`config.mk`:
```
export PLATFORM = sky130hd
export DESIGN_NAME = spi_arbiter_flat
export DESIGN_NICKNAME = d
export VERILOG_FILES = /design/src/rtl/spi_arbiter_if.sv /design/src/rtl/spi_arbiter.sv /design/src/flat_wrapper.sv
export SDC_FILE = /design/constraint.sdc
export NUM_CORES = 1
export LEC_CHECK = 0
export CAP_MARGIN = 20
export CORE_UTILIZATION = 28
export CTS_BUF_LIST = sky130_fd_sc_hd__clkbuf_8
export CTS_CLUSTER_DIAMETER = 100
export CTS_CLUSTER_SIZE = 28
export DETAILED_ROUTE_END_ITERATION = 10
export HOLD_SLACK_MARGIN = 0.03
export SKIP_LAST_GASP = 1
export SLEW_MARGIN = 5
export SYNTH_ARGS = -nofsm -noshare
export SYNTH_HDL_FRONTEND = slang
export SYNTH_SLANG_ARGS = --single-unit
```
`constraint.sdc`:
```
create_clock -name clk -period 2.52 [get_ports clk]
set_input_delay 0.378 -clock clk [delete_from_list [all_inputs] [get_ports clk]]
set_output_delay 0.378 -clock clk [all_outputs]
set_load 0.02 [all_outputs]
```
`src/rtl/spi_arbiter_if.sv`:
```
// One requester's channel into spi_arbiter: a held request with a ready pulse
// and a single-cycle response.
interface spi_arbiter_if;
  logic       valid;
  logic       rw;
  logic [6:0] addr;
  logic [7:0] wdata;
  logic       ready;
  logic       rsp_valid;
  logic [7:0] rsp_rdata;
  logic       rsp_err;

  modport master (output valid, rw, addr, wdata,
                  input  ready, rsp_valid, rsp_rdata, rsp_err);
  modport slave  (input  valid, rw, addr, wdata,
                  output ready, rsp_valid, rsp_rdata, rsp_err);
endinterface

```
`src/rtl/spi_arbiter.sv`:
```
// Round-robin arbiter and transaction sequencer for two requesters sharing one
// SPI master: grant, wait for a done rise or timeout, respond, then hold a gap.
module spi_arbiter #(
  parameter int GAP_CYCLES     = 4,
  parameter int TIMEOUT_CYCLES = 4096
) (
  input  logic         clk,
  input  logic         rst,
  spi_arbiter_if.slave req0,
  spi_arbiter_if.slave req1,
  output logic         spi_en,
  output logic         spi_rw,
  output logic [6:0]   spi_addr,
  output logic [7:0]   spi_wdata,
  input  logic [7:0]   spi_rdata,
  input  logic         spi_done,
  output logic         busy
);

  localparam int TW = $clog2(TIMEOUT_CYCLES);
  localparam int GW = (GAP_CYCLES > 1) ? $clog2(GAP_CYCLES) : 1;

  typedef enum logic [1:0] {IDLE, BUSY, GAP} state_t;

  state_t          state_q, state_d;
  logic            last_q, owner_q, done_q;
  logic [TW-1:0]   tmo_q;
  logic [GW-1:0]   gap_q;

  logic            rise, tmo_hit, finish, gap_last, grant, grant_id;
  logic [7:0]      rsp_data;

  // State register.
  always_ff @(posedge clk) begin
    if (rst) state_q <= IDLE;
    else     state_q <= state_d;
  end

  // Next-state logic.
  always_comb begin
    // NOTE: every combinational output gets a default first, so no path through the case leaves it unassigned and no latch is inferred.
    state_d = state_q;
    case (state_q)
      IDLE:    if (grant)  state_d = BUSY;
      BUSY:    if (finish) state_d = GAP;
      GAP: begin
        if (grant)         state_d = BUSY;
        else if (gap_last) state_d = IDLE;
      end
      default:             state_d = IDLE;
    endcase
  end

  // Decoded strobes. The last GAP cycle hands straight over to arbitration so
  // spi_en stays low for exactly GAP_CYCLES cycles between transactions.
  always_comb begin
    busy     = (state_q != IDLE);
    rise     = spi_done & ~done_q;
    tmo_hit  = (tmo_q == TW'(TIMEOUT_CYCLES - 1));
    finish   = (state_q == BUSY) && (rise || tmo_hit);
    gap_last = (state_q == GAP) && (gap_q == GW'(GAP_CYCLES - 1));
    grant    = ((state_q == IDLE) || gap_last) && (req0.valid || req1.valid);
    grant_id = (req0.valid && req1.valid) ? ~last_q : req1.valid;
    rsp_data = (rise && spi_rw) ? spi_rdata : 8'h00;
  end

  // Operand, pointer, counter and response registers.
  always_ff @(posedge clk) begin
    if (rst) begin
      last_q         <= 1'b1;
      owner_q        <= 1'b0;
      done_q         <= 1'b0;
      tmo_q          <= '0;
      gap_q          <= '0;
      spi_en         <= 1'b0;
      spi_rw         <= 1'b0;
      spi_addr       <= '0;
      spi_wdata      <= '0;
      req0.ready     <= 1'b0;
      req1.ready     <= 1'b0;
      req0.rsp_valid <= 1'b0;
      req1.rsp_valid <= 1'b0;
      req0.rsp_rdata <= '0;
      req1.rsp_rdata <= '0;
      req0.rsp_err   <= 1'b0;
      req1.rsp_err   <= 1'b0;
    end else begin
      // NOTE: non-blocking assignments here so every register samples pre-edge values regardless of statement order.
      done_q         <= spi_done;
      req0.ready     <= grant && !grant_id;
      req1.ready     <= grant &&  grant_id;
      req0.rsp_valid <= finish && !owner_q;
      req1.rsp_valid <= finish &&  owner_q;
      req0.rsp_rdata <= (finish && !owner_q) ? rsp_data : 8'h00;
      req1.rsp_rdata <= (finish &&  owner_q) ? rsp_data : 8'h00;
      req0.rsp_err   <= finish && !owner_q && !rise;
      req1.rsp_err   <= finish &&  owner_q && !rise;

      if (grant) begin
        owner_q   <= grant_id;
        last_q    <= grant_id;
        spi_en    <= 1'b1;
        tmo_q     <= '0;
        spi_rw    <= grant_id ? req1.rw    : req0.rw;
        spi_addr  <= grant_id ? req1.addr  : req0.addr;
        spi_wdata <= grant_id ? req1.wdata : req0.wdata;
      end else if (finish) begin
        spi_en <= 1'b0;
        gap_q  <= '0;
      end else if (state_q == BUSY) begin
        tmo_q <= tmo_q + 1'b1;
      end else if (state_q == GAP) begin
        gap_q <= gap_q + 1'b1;
      end
    end
  end

endmodule

```
`src/flat_wrapper.sv`:
```
// flat-port wrapper written by rule: the top's interface ports become plain ports
module spi_arbiter_flat 
#(
  parameter int GAP_CYCLES     = 4,
  parameter int TIMEOUT_CYCLES = 4096
)
  (clk, rst, spi_en, spi_rw, spi_addr, spi_wdata, spi_rdata, spi_done, busy, req0_valid, req0_rw, req0_addr, req0_wdata, req0_ready, req0_rsp_valid, req0_rsp_rdata, req0_rsp_err, req1_valid, req1_rw, req1_addr, req1_wdata, req1_ready, req1_rsp_valid, req1_rsp_rdata, req1_rsp_err);
  spi_arbiter_if req0_i ();
  spi_arbiter_if req1_i ();
  input  logic clk;
  input  logic rst;
  output logic spi_en;
  output logic spi_rw;
  output logic [6:0] spi_addr;
  output logic [7:0] spi_wdata;
  input  logic [7:0] spi_rdata;
  input  logic spi_done;
  output logic busy;
  input wire logic [$bits(req0_i.valid)-1:0] req0_valid;
  input wire logic [$bits(req0_i.rw)-1:0] req0_rw;
  input wire logic [$bits(req0_i.addr)-1:0] req0_addr;
  input wire logic [$bits(req0_i.wdata)-1:0] req0_wdata;
  output wire logic [$bits(req0_i.ready)-1:0] req0_ready;
  output wire logic [$bits(req0_i.rsp_valid)-1:0] req0_rsp_valid;
  output wire logic [$bits(req0_i.rsp_rdata)-1:0] req0_rsp_rdata;
  output wire logic [$bits(req0_i.rsp_err)-1:0] req0_rsp_err;
  input wire logic [$bits(req1_i.valid)-1:0] req1_valid;
  input wire logic [$bits(req1_i.rw)-1:0] req1_rw;
  input wire logic [$bits(req1_i.addr)-1:0] req1_addr;
  input wire logic [$bits(req1_i.wdata)-1:0] req1_wdata;
  output wire logic [$bits(req1_i.ready)-1:0] req1_ready;
  output wire logic [$bits(req1_i.rsp_valid)-1:0] req1_rsp_valid;
  output wire logic [$bits(req1_i.rsp_rdata)-1:0] req1_rsp_rdata;
  output wire logic [$bits(req1_i.rsp_err)-1:0] req1_rsp_err;
  assign req0_i.valid = req0_valid;
  assign req0_i.rw = req0_rw;
  assign req0_i.addr = req0_addr;
  assign req0_i.wdata = req0_wdata;
  assign req0_ready = req0_i.ready;
  assign req0_rsp_valid = req0_i.rsp_valid;
  assign req0_rsp_rdata = req0_i.rsp_rdata;
  assign req0_rsp_err = req0_i.rsp_err;
  assign req1_i.valid = req1_valid;
  assign req1_i.rw = req1_rw;
  assign req1_i.addr = req1_addr;
  assign req1_i.wdata = req1_wdata;
  assign req1_ready = req1_i.ready;
  assign req1_rsp_valid = req1_i.rsp_valid;
  assign req1_rsp_rdata = req1_i.rsp_rdata;
  assign req1_rsp_err = req1_i.rsp_err;
  spi_arbiter #(.GAP_CYCLES(GAP_CYCLES), .TIMEOUT_CYCLES(TIMEOUT_CYCLES)) u_core (.clk(clk), .rst(rst), .req0(req0_i), .req1(req1_i), .spi_en(spi_en), .spi_rw(spi_rw), .spi_addr(spi_addr), .spi_wdata(spi_wdata), .spi_rdata(spi_rdata), .spi_done(spi_done), .busy(busy));
endmodule
```
# Word level (Yosys, flattened, before mapping)
# Index checks and enable logic that the tools add are counted.
[totals]
in_bits = 45
register_bits = 58
wordCells = 76
[op_classes]
n_eq_ne = 7
mux = 15
n_bitwise = 7
n_reduce_logical = 27
addsub = 2
[op_table]
columns = ["operator", "n"]
rows = [
  ["8-bit 2-to-1 mux", 2],
  ["2-bit 2-to-1 mux", 7],
  ["12-bit by 1-bit adder with 12-bit output, second input constant", 1],
  ["12-bit == test, second input constant", 1],
  ["1-bit logical AND", 11],
  ["7-bit 2-to-1 mux", 1],
  ["1-bit inverter", 6],
  ["2-bit case mux with 3 select lines", 1],
  ["3-bit AND reduction", 2],
  ["2-bit nonzero test", 3],
  ["2-bit OR reduction", 3],
  ["2-bit == test, second input constant", 2],
  ["1-bit 2-to-1 mux", 4],
  ["2-bit by 1-bit != test with 1-bit output, second input constant", 2],
  ["1-bit logical NOT", 3],
  ["1-bit logical OR", 3],
  ["3-bit by 1-bit != test with 1-bit output, second input constant", 1],
  ["2-bit by 1-bit adder with 2-bit output, second input constant", 1],
  ["2-bit by 1-bit == test with 1-bit output, second input constant", 1],
  ["2-bit logical NOT", 1],
  ["2-bit AND reduction", 1],
  ["1-bit bitwise AND", 1],
]

# Longest topological paths before layout
# Gate-level depths: netlist (run 1).
[logic_depth]
ltp_word = 7
mapped_depth = 7
ltp_nobuf = 5

# Least setup slack after synthesis (run 1)
# No wires, ideal clock.
[synth_timing]
kind = "register -> register"
startpoint = "reg u_core.tmo_q[0]"
endpoint = "reg u_core.tmo_q[7]"
stages_incl_launch_ff = 8
period_less_slack_ps = 1712
setup_ps = 135
arrival_ps = 1577
path_slack_ps = 808
t_required_ps = 2385
cell_sequence = "dfxtp_1 ha_1 and4_1 and3_1 buf_6 buf_2 o311ai_0 o41ai_1"
[synth_between]
elab_chain_len = 5
elab_cells_between_ends = 6
[synth_rtl]
columns = ["element", "line_no", "source"]
rows = [
  ["start, declared", "spi_arbiter.sv:27", "logic [TW-1:0] tmo_q;"],
  ["start signal, assigned", "spi_arbiter.sv:111", "tmo_q <= tmo_q + 1'b1;"],
  ["parallel branches: the longest is 5 deep, another holds 12-bit by 1-bit adder with 12-bit output", "-", ""],
]
# Parallel ways; which one is timed is not known.
# A chain may end at the register's enable or synchronous reset.

# Final worst setup path (run 1)
[layout_timing]
startpoint = "reg u_core.tmo_q[0]"
endpoint = "reg u_core.gap_q[1]"
[layout_between]
elab_chain_len = 5
elab_cells_between_ends = 7
[layout_rtl]
columns = ["element", "line_no", "source"]
rows = [
  ["12-bit == test *", "spi_arbiter.sv:59", "tmo_hit = (tmo_q == TW'(TIMEOUT_CYCLES - 1));"],
  ["1-bit logical OR *", "spi_arbiter.sv:60", "finish = (state_q == BUSY) && (rise || tmo_hit);"],
  ["1-bit logical AND *", "spi_arbiter.sv:60", ""],
  ["2-bit by 1-bit != test with 1-bit output (no line) or 2-bit nonzero test (tied branches)", "-", ""],
  ["3-bit AND reduction (no line)", "-", ""],
  ["end signal, assigned", "spi_arbiter.sv:113", "gap_q <= gap_q + 1'b1;"],
  ["end, declared", "spi_arbiter.sv:28", "logic [GW-1:0] gap_q;"],
]
# Every way passes the cells marked *; elsewhere a longest branch is shown, timed or not.

==> results.cfg, run 1 <==
[logic_synthesis]
yosysSeqAreaShare_pct = 51.8
synthDistinctLibCells = 50
synthArstFlopShare_pct = 0
synth_nets = 253
synth_common_cells = dfxtp_1, and2_1, a21o_1
yosysWarnings = 0
dominantRegCellSynth = dfxtp_1
yosysMostFrequentCell = dfxtp_1
yosys.area.top_type = dfxtp_1
yosys-top-cells-area = dfxtp_1, and2_1, a22o_1
syn_area_sq_mm = 0.00224
ys_ff_latch = 58
netlist.area_leader.share_pct = 51.8
avgSynthCellArea_sq_um = 10.9
synth_edf_count = 0
syn_inst = 206

[detailed_routing]
drc = 0
drtIter0Drc = 49
viasPerCell = 4.75
wl_microns = 5150
via_count = 1923
drtAntennaViolNets = 0
wl_per_cell_microns = 12.7
first_pass_iters = 4

[global_route]
track_usage_pct = 13.2
grt_max_degree = 20
grt_pass1_vias = 1857
antenna_found_initial = 0
grt_first_pass_wirelength_microns = 8660
overflow = 0

[critical_path]
required_ns = 2.74
cp_cell_sequence = ha_1 -> and4_1 -> and3_1 -> o21ai_2 -> a311o_1
criticalPathCategory = reg -> reg
crit_slowest_cell = and3_1
crit_path_max_fanout = 17
path_delay_family = simple AND/OR/NAND/NOR gates
crit_buf_inv = 0
cp_data_arrival_time_ns = 2.17
critPathLaunchType = flip-flop
cp_slowest_stage_delay_ns = 0.54
critPathCaptureType = flip-flop

[timing]
max_freq_mhz = 513
post-route-min-period_ns = 1.95
maxSlewViolCount = 0
timing.slew.headroom_pct = 61.6
hold_viol = 0
finalCritPeriodShare_pct = 77.4
holdWs_ns = 0.458
tightest_slew_ns = 0.576
grt_setup_unrepaired = false
finClkSkew_ns = 0.00829
tns_ns = 0
setup_violations = 0

[clocking]
tritoncts = done
cts.clk_slew.worst_paths_ns = 0.07
cts.htree.levels = 3
cts_resized = 0
cts_buffers = 9
cts_root_buf = clkbuf_8
clock_path_buffers = 2
clock_sinks = 58
postCtsHoldBufs = 0
cts_setup_buffers = 0
clkLatencyLatePin_ns = 0.33

[power_and_ir_drop]
powerDensity_mw_per_mm2 = 698
ir_drop_mv = 0.279
p_leak_uw = 0.00134

[cells_and_area]
syn_to_final_growth_pct = 53.7
fill_cells = 735
finalNetCount = 345
fin_cells = 405
drive_gt1_share_pct = 11.9
diodes = 0

[run]
drv_cap = 0

[placement]
io_buffer_count = 84
dp.cells = 389
place.gp.congestion = 0.697
place_hpwl_microns = 3640

[die]
dieArea_sq_mm = 0.00836
ios = 85
die_h_microns = 91.4
start_util_pct = 29.0
die_w_microns = 91.4
rows = 32
core-area_sq_mm = 0.00773

[outcome]
status = complete, no violations

[worst_hold_path]
hold_class = reg -> reg
-- per-layer routing --
metal | vias to the layer above | global-route usage, % | share of wire (%) | wire (microns)
li1 | 972 | - | - | -
met1 | 864 | 15.7 | 46 | 2360
met2 | 79 | 20.0 | 43 | 2220
met3 | 8 | 5.95 | 9.7 | 497
met4 | 0 | 6.35 | 1.3 | 65
met5 | - | 0 | 0 | 0
-- layout by cell type, fill, tap and decap left out, types with 3 or more instances in the layout --
cell             count
and3_1               3
a22o_1              10
nor2_1               6
inv_1                3
o311ai_0             4
o31ai_1              4
o2bb2ai_1            6
nor2b_1              6
nand3_1              3
buf_4                6
nand2_1              6
clkdlybuf4s50_1     84
and2_1              16
a21o_1              11
o41ai_1              4
o21ai_0              3
or4_1                3
clkbuf_8            11
dfxtp_1             58
a22oi_1              6
a21oi_1              6
-- worst reg2reg max path, delay by kind of cell (launching register included) --
family | cells | cell delay (ns)
and+or+nand+nor | 2 | 0.76
AOI/OAI and AO/OA | 2 | 0.50
DFF | 1 | 0.37
adders and majority gates | 1 | 0.21
-- final timing paths --
check,to,slack [ns],depth (start not counted),start
worst max-delay path,u_core.gap_q[1],0.57,5,u_core.tmo_q[0]
worst min register to register,u_core.tmo_q[9],0.46,1,u_core.tmo_q[9]
worst max register to register,u_core.gap_q[1],0.57,5,u_core.tmo_q[0]
worst min-delay path,u_core.tmo_q[9],0.46,1,u_core.tmo_q[9]
-- cell families after synthesis --
family	Yosys count	share of synthesized area (%)
compound gates	65	22.8
fa+ha+maj	2	1.12
flops	58	51.8
buf+inv	12	3.30
simple gates	69	20.9
-- metrics by stage --
stage / setup slack (ns) / power, uW / util, % / instance area [sq um]
2_1_floorplan: 0.808 / 1240 / - / 2240
3_3_place_gp: 0.468 / 1450 / 41.6 / 3210
3_5_place_dp: 0.426 / 1450 / 41.6 / 3210
4_1_cts: 0.550 / 2440 / 44.5 / 3440
5_1_grt: 0.416 / 2520 / 44.5 / 3440
6_report: 0.570 / 2400 / 44.5 / 3440
-- power breakdown --
group,internal [uW],total [uW],switching [uW]
sequential,975,1020,41.5
combinational,228,415,187
clock,607,972,365
-- sequential cells by signal, indices dropped and copies added, names as in the netlist --
register               flops
u_core.owner_q             1
u_core.req0.rsp_valid      1
u_core.req1.ready          1
u_core.tmo_q              12
u_core.req1.rsp_valid      1
u_core.req0.rsp_rdata      8
u_core.last_q              1
u_core.req0.rsp_err        1
u_core.gap_q               2
u_core.req1.rsp_rdata      8
u_core.spi_wdata           8
u_core.state_q             2
u_core.done_q              1
u_core.spi_addr            7
u_core.req1.rsp_err        1
u_core.spi_rw              1
u_core.req0.ready          1
u_core.spi_en              1
-- final cells by class --
type / count / area, sq um / area share (%)
flip-flops and latches: 58 / 1160 / 33.7
multi-input cells: 136 / 1010 / 29.4
repair buffers: 91 / 906 / 26.3
clock buffers: 11 / 151 / 4.40
well taps: 102 / 128 / 3.71
clock inverters: 5 / 77.6 / 2.25
inverters: 2 / 7.51 / 0.218
Power figures use the tool's default switching activity.
==> inputs of run 2 (changes only) <==
Clock period 2.52 ns to 1.55 ns, I/O delays scaled along.
==> results.cfg, run 2 (same netlist as run 1, synthesis figures left out) <==
[global_route]
grt_first_pass_wirelength_microns = 9380
grt_max_degree = 12
track_usage_pct = 14.1
antenna_found_initial = 0
overflow = 0
grt_pass1_vias = 2096

[cells_and_area]
top_register = u_core.tmo_q
diodes = 0
largest_reg_flops = 12
final_cell_mix = clkdlybuf4s50_1, dfxtp_1, buf_4
multi_input_comb_area_sq_mm = 0.00109
fill_cells = 706
regArea_sq_mm = 0.00117
layout_commonest_cell = clkdlybuf4s50_1
syn_to_final_growth_pct = 73.4
finalNetCount = 385
post-route-util_pct = 50.3
drive_gt1_share_pct = 26.5

[timing]
tns_ns = -0.127
finalCritPeriodShare_pct = 104
hold_viol = 0
timing.slew.headroom_pct = 79.1
finClkSkew_ns = 0.0122
grt_setup_unrepaired = true
max_freq_mhz = 622
layout_setup_ws_ns = -0.0582
post-route-min-period_ns = 1.61
setup_violations = 3
maxSlewViolCount = 0
holdWs_ns = 0.453
tightest_slew_ns = 0.309

[detailed_routing]
first_pass_iters = 6
drtAntennaViolNets = 0
drtIter0Drc = 51
viasPerCell = 4.63
via_count = 2060
wl_microns = 5560
wl_per_cell_microns = 12.5
drc = 0

[outcome]
status = complete, but fails checks
violations = setup timing

[die]
start_util_pct = 29.0
die_h_microns = 91.4
dieArea_sq_mm = 0.00836
die_w_microns = 91.4
core-area_sq_mm = 0.00773
ios = 85
rows = 32

[placement]
io_buffer_count = 84
place.gp.congestion = 0.702
place_hpwl_microns = 4040

[worst_hold_path]
hold_depth = 2
hold_class = in -> reg
hold_start = req0_addr[5]
min_to = u_core.spi_addr[5]

[clocking]
cts_root_buf = clkbuf_8
clock_sinks = 58
cts.htree.levels = 3
clkLatencyLatePin_ns = 0.33
cts.clk_slew.worst_paths_ns = 0.07
tritoncts = done
cts_buffers = 9
clock_path_buffers = 2

[critical_path]
rr_worst_depth = 6
required_ns = 1.81
r2r_slack_ns = -0.06
r2r-end = u_core.tmo_q[5]
timing.rr.start = u_core.tmo_q[1]
crit_path_max_fanout = 7
critPathLaunchType = flip-flop
critPathCaptureType = flip-flop
criticalPathCategory = reg -> reg
cp_data_arrival_time_ns = 1.87

[power_and_ir_drop]
p_seq_share_pct = 40.3
ir_drop_mv = 0.474
total_power_uw = 4090
p_sw_uw = 982
pwr-share-comb_pct = 18.3
p_leak_uw = 0.00174
netSwitchingFraction_pct = 24.0
p_clk_share_pct = 41.4
powerDensity_mw_per_mm2 = 1050
p_int_uw = 3110

[run]
drv_cap = 0
==> run 2: cell types whose count changed in the layout (fill, tap and decap cells not counted), sizes merged <==
cell	before	now
buf	7	47
clkdlybuf4s50	84	70
dlymetal6s2s	0	11
dlygate4sd2	0	2
bufinv	2	3
clkbuf	11	10
clkdlybuf4s15	0	1
clkinv	2	1
inv	3	4
==> run 2: final cells by class <==
cell class / instances / share of cell area [%]
Sequential cell: 58 / 30.1
Clock buffer: 10 / 3.54
Timing Repair Buffer: 131 / 32.0
Tap cell: 102 / 3.29
Multi-Input combinational cell: 136 / 28.2
Inverter: 2 / 0.193
Clock inverter: 6 / 2.74
==> run 2: stage by stage <==
step | std cells | setup WS [ns] | instance area (sq um)
2_1_floorplan | 206 | -0.000653 | 2260
5_1_grt | 445 | -0.102 | 3880
4_1_cts | 442 | -0.105 | 3770
3_5_place_dp | 426 | -0.275 | 3500
3_3_place_gp | 426 | -0.235 | 3500
6_report | 445 | -0.0582 | 3880
==> run 2: worst max-delay path by stage <==
stage / from / to / slack, ns / depth (start not counted)
after floorplan: u_core.tmo_q[1] / u_core.tmo_q[4] / -0.0007 / 6
after global placement: req0_valid / u_core.gap_q[1] / -0.23 / 5
after detailed placement: req0_valid / u_core.spi_addr[2] / -0.28 / 6
after CTS: u_core.tmo_q[1] / u_core.tmo_q[4] / -0.10 / 6
after global routing: u_core.tmo_q[1] / u_core.tmo_q[5] / -0.10 / 6
final: u_core.tmo_q[1] / u_core.tmo_q[5] / -0.06 / 6
==> run 2: power groups by stage <==
stage	logic, uW	registers, uW	clock network [uW]
3_5_place_dp	738	1680	0
5_1_grt	803	1660	1830
2_1_floorplan	269	1760	0
4_1_cts	738	1650	1740
6_report	747	1650	1690
3_3_place_gp	732	1680	0
==> run 2: worst max-delay path: stages, from the launching register on <==
cell     delay [ns]
dfxtp_2        0.34
ha_4           0.15
and4_4         0.14
and3_4         0.17
buf_6          0.13
or4_4          0.48
a21oi_2        0.14
==> run 2: timing repair <==
item	CTS	global route
pin swaps	2	10
hold buffers	0	0
setup endpoints to repair	14	43
buffers inserted	0	3
gates resized for setup	11	27
==> run 2: metal layers <==
metal / wire length [microns] / track usage (%) / up-vias
met2: 2700 / 23.6 / 68
met1: 2420 / 16.0 / 940
met3: 385 / 5.61 / 6
met4: 51 / 5.16 / 0
met5: 0 / 0 / -
li1: - / - / 1046
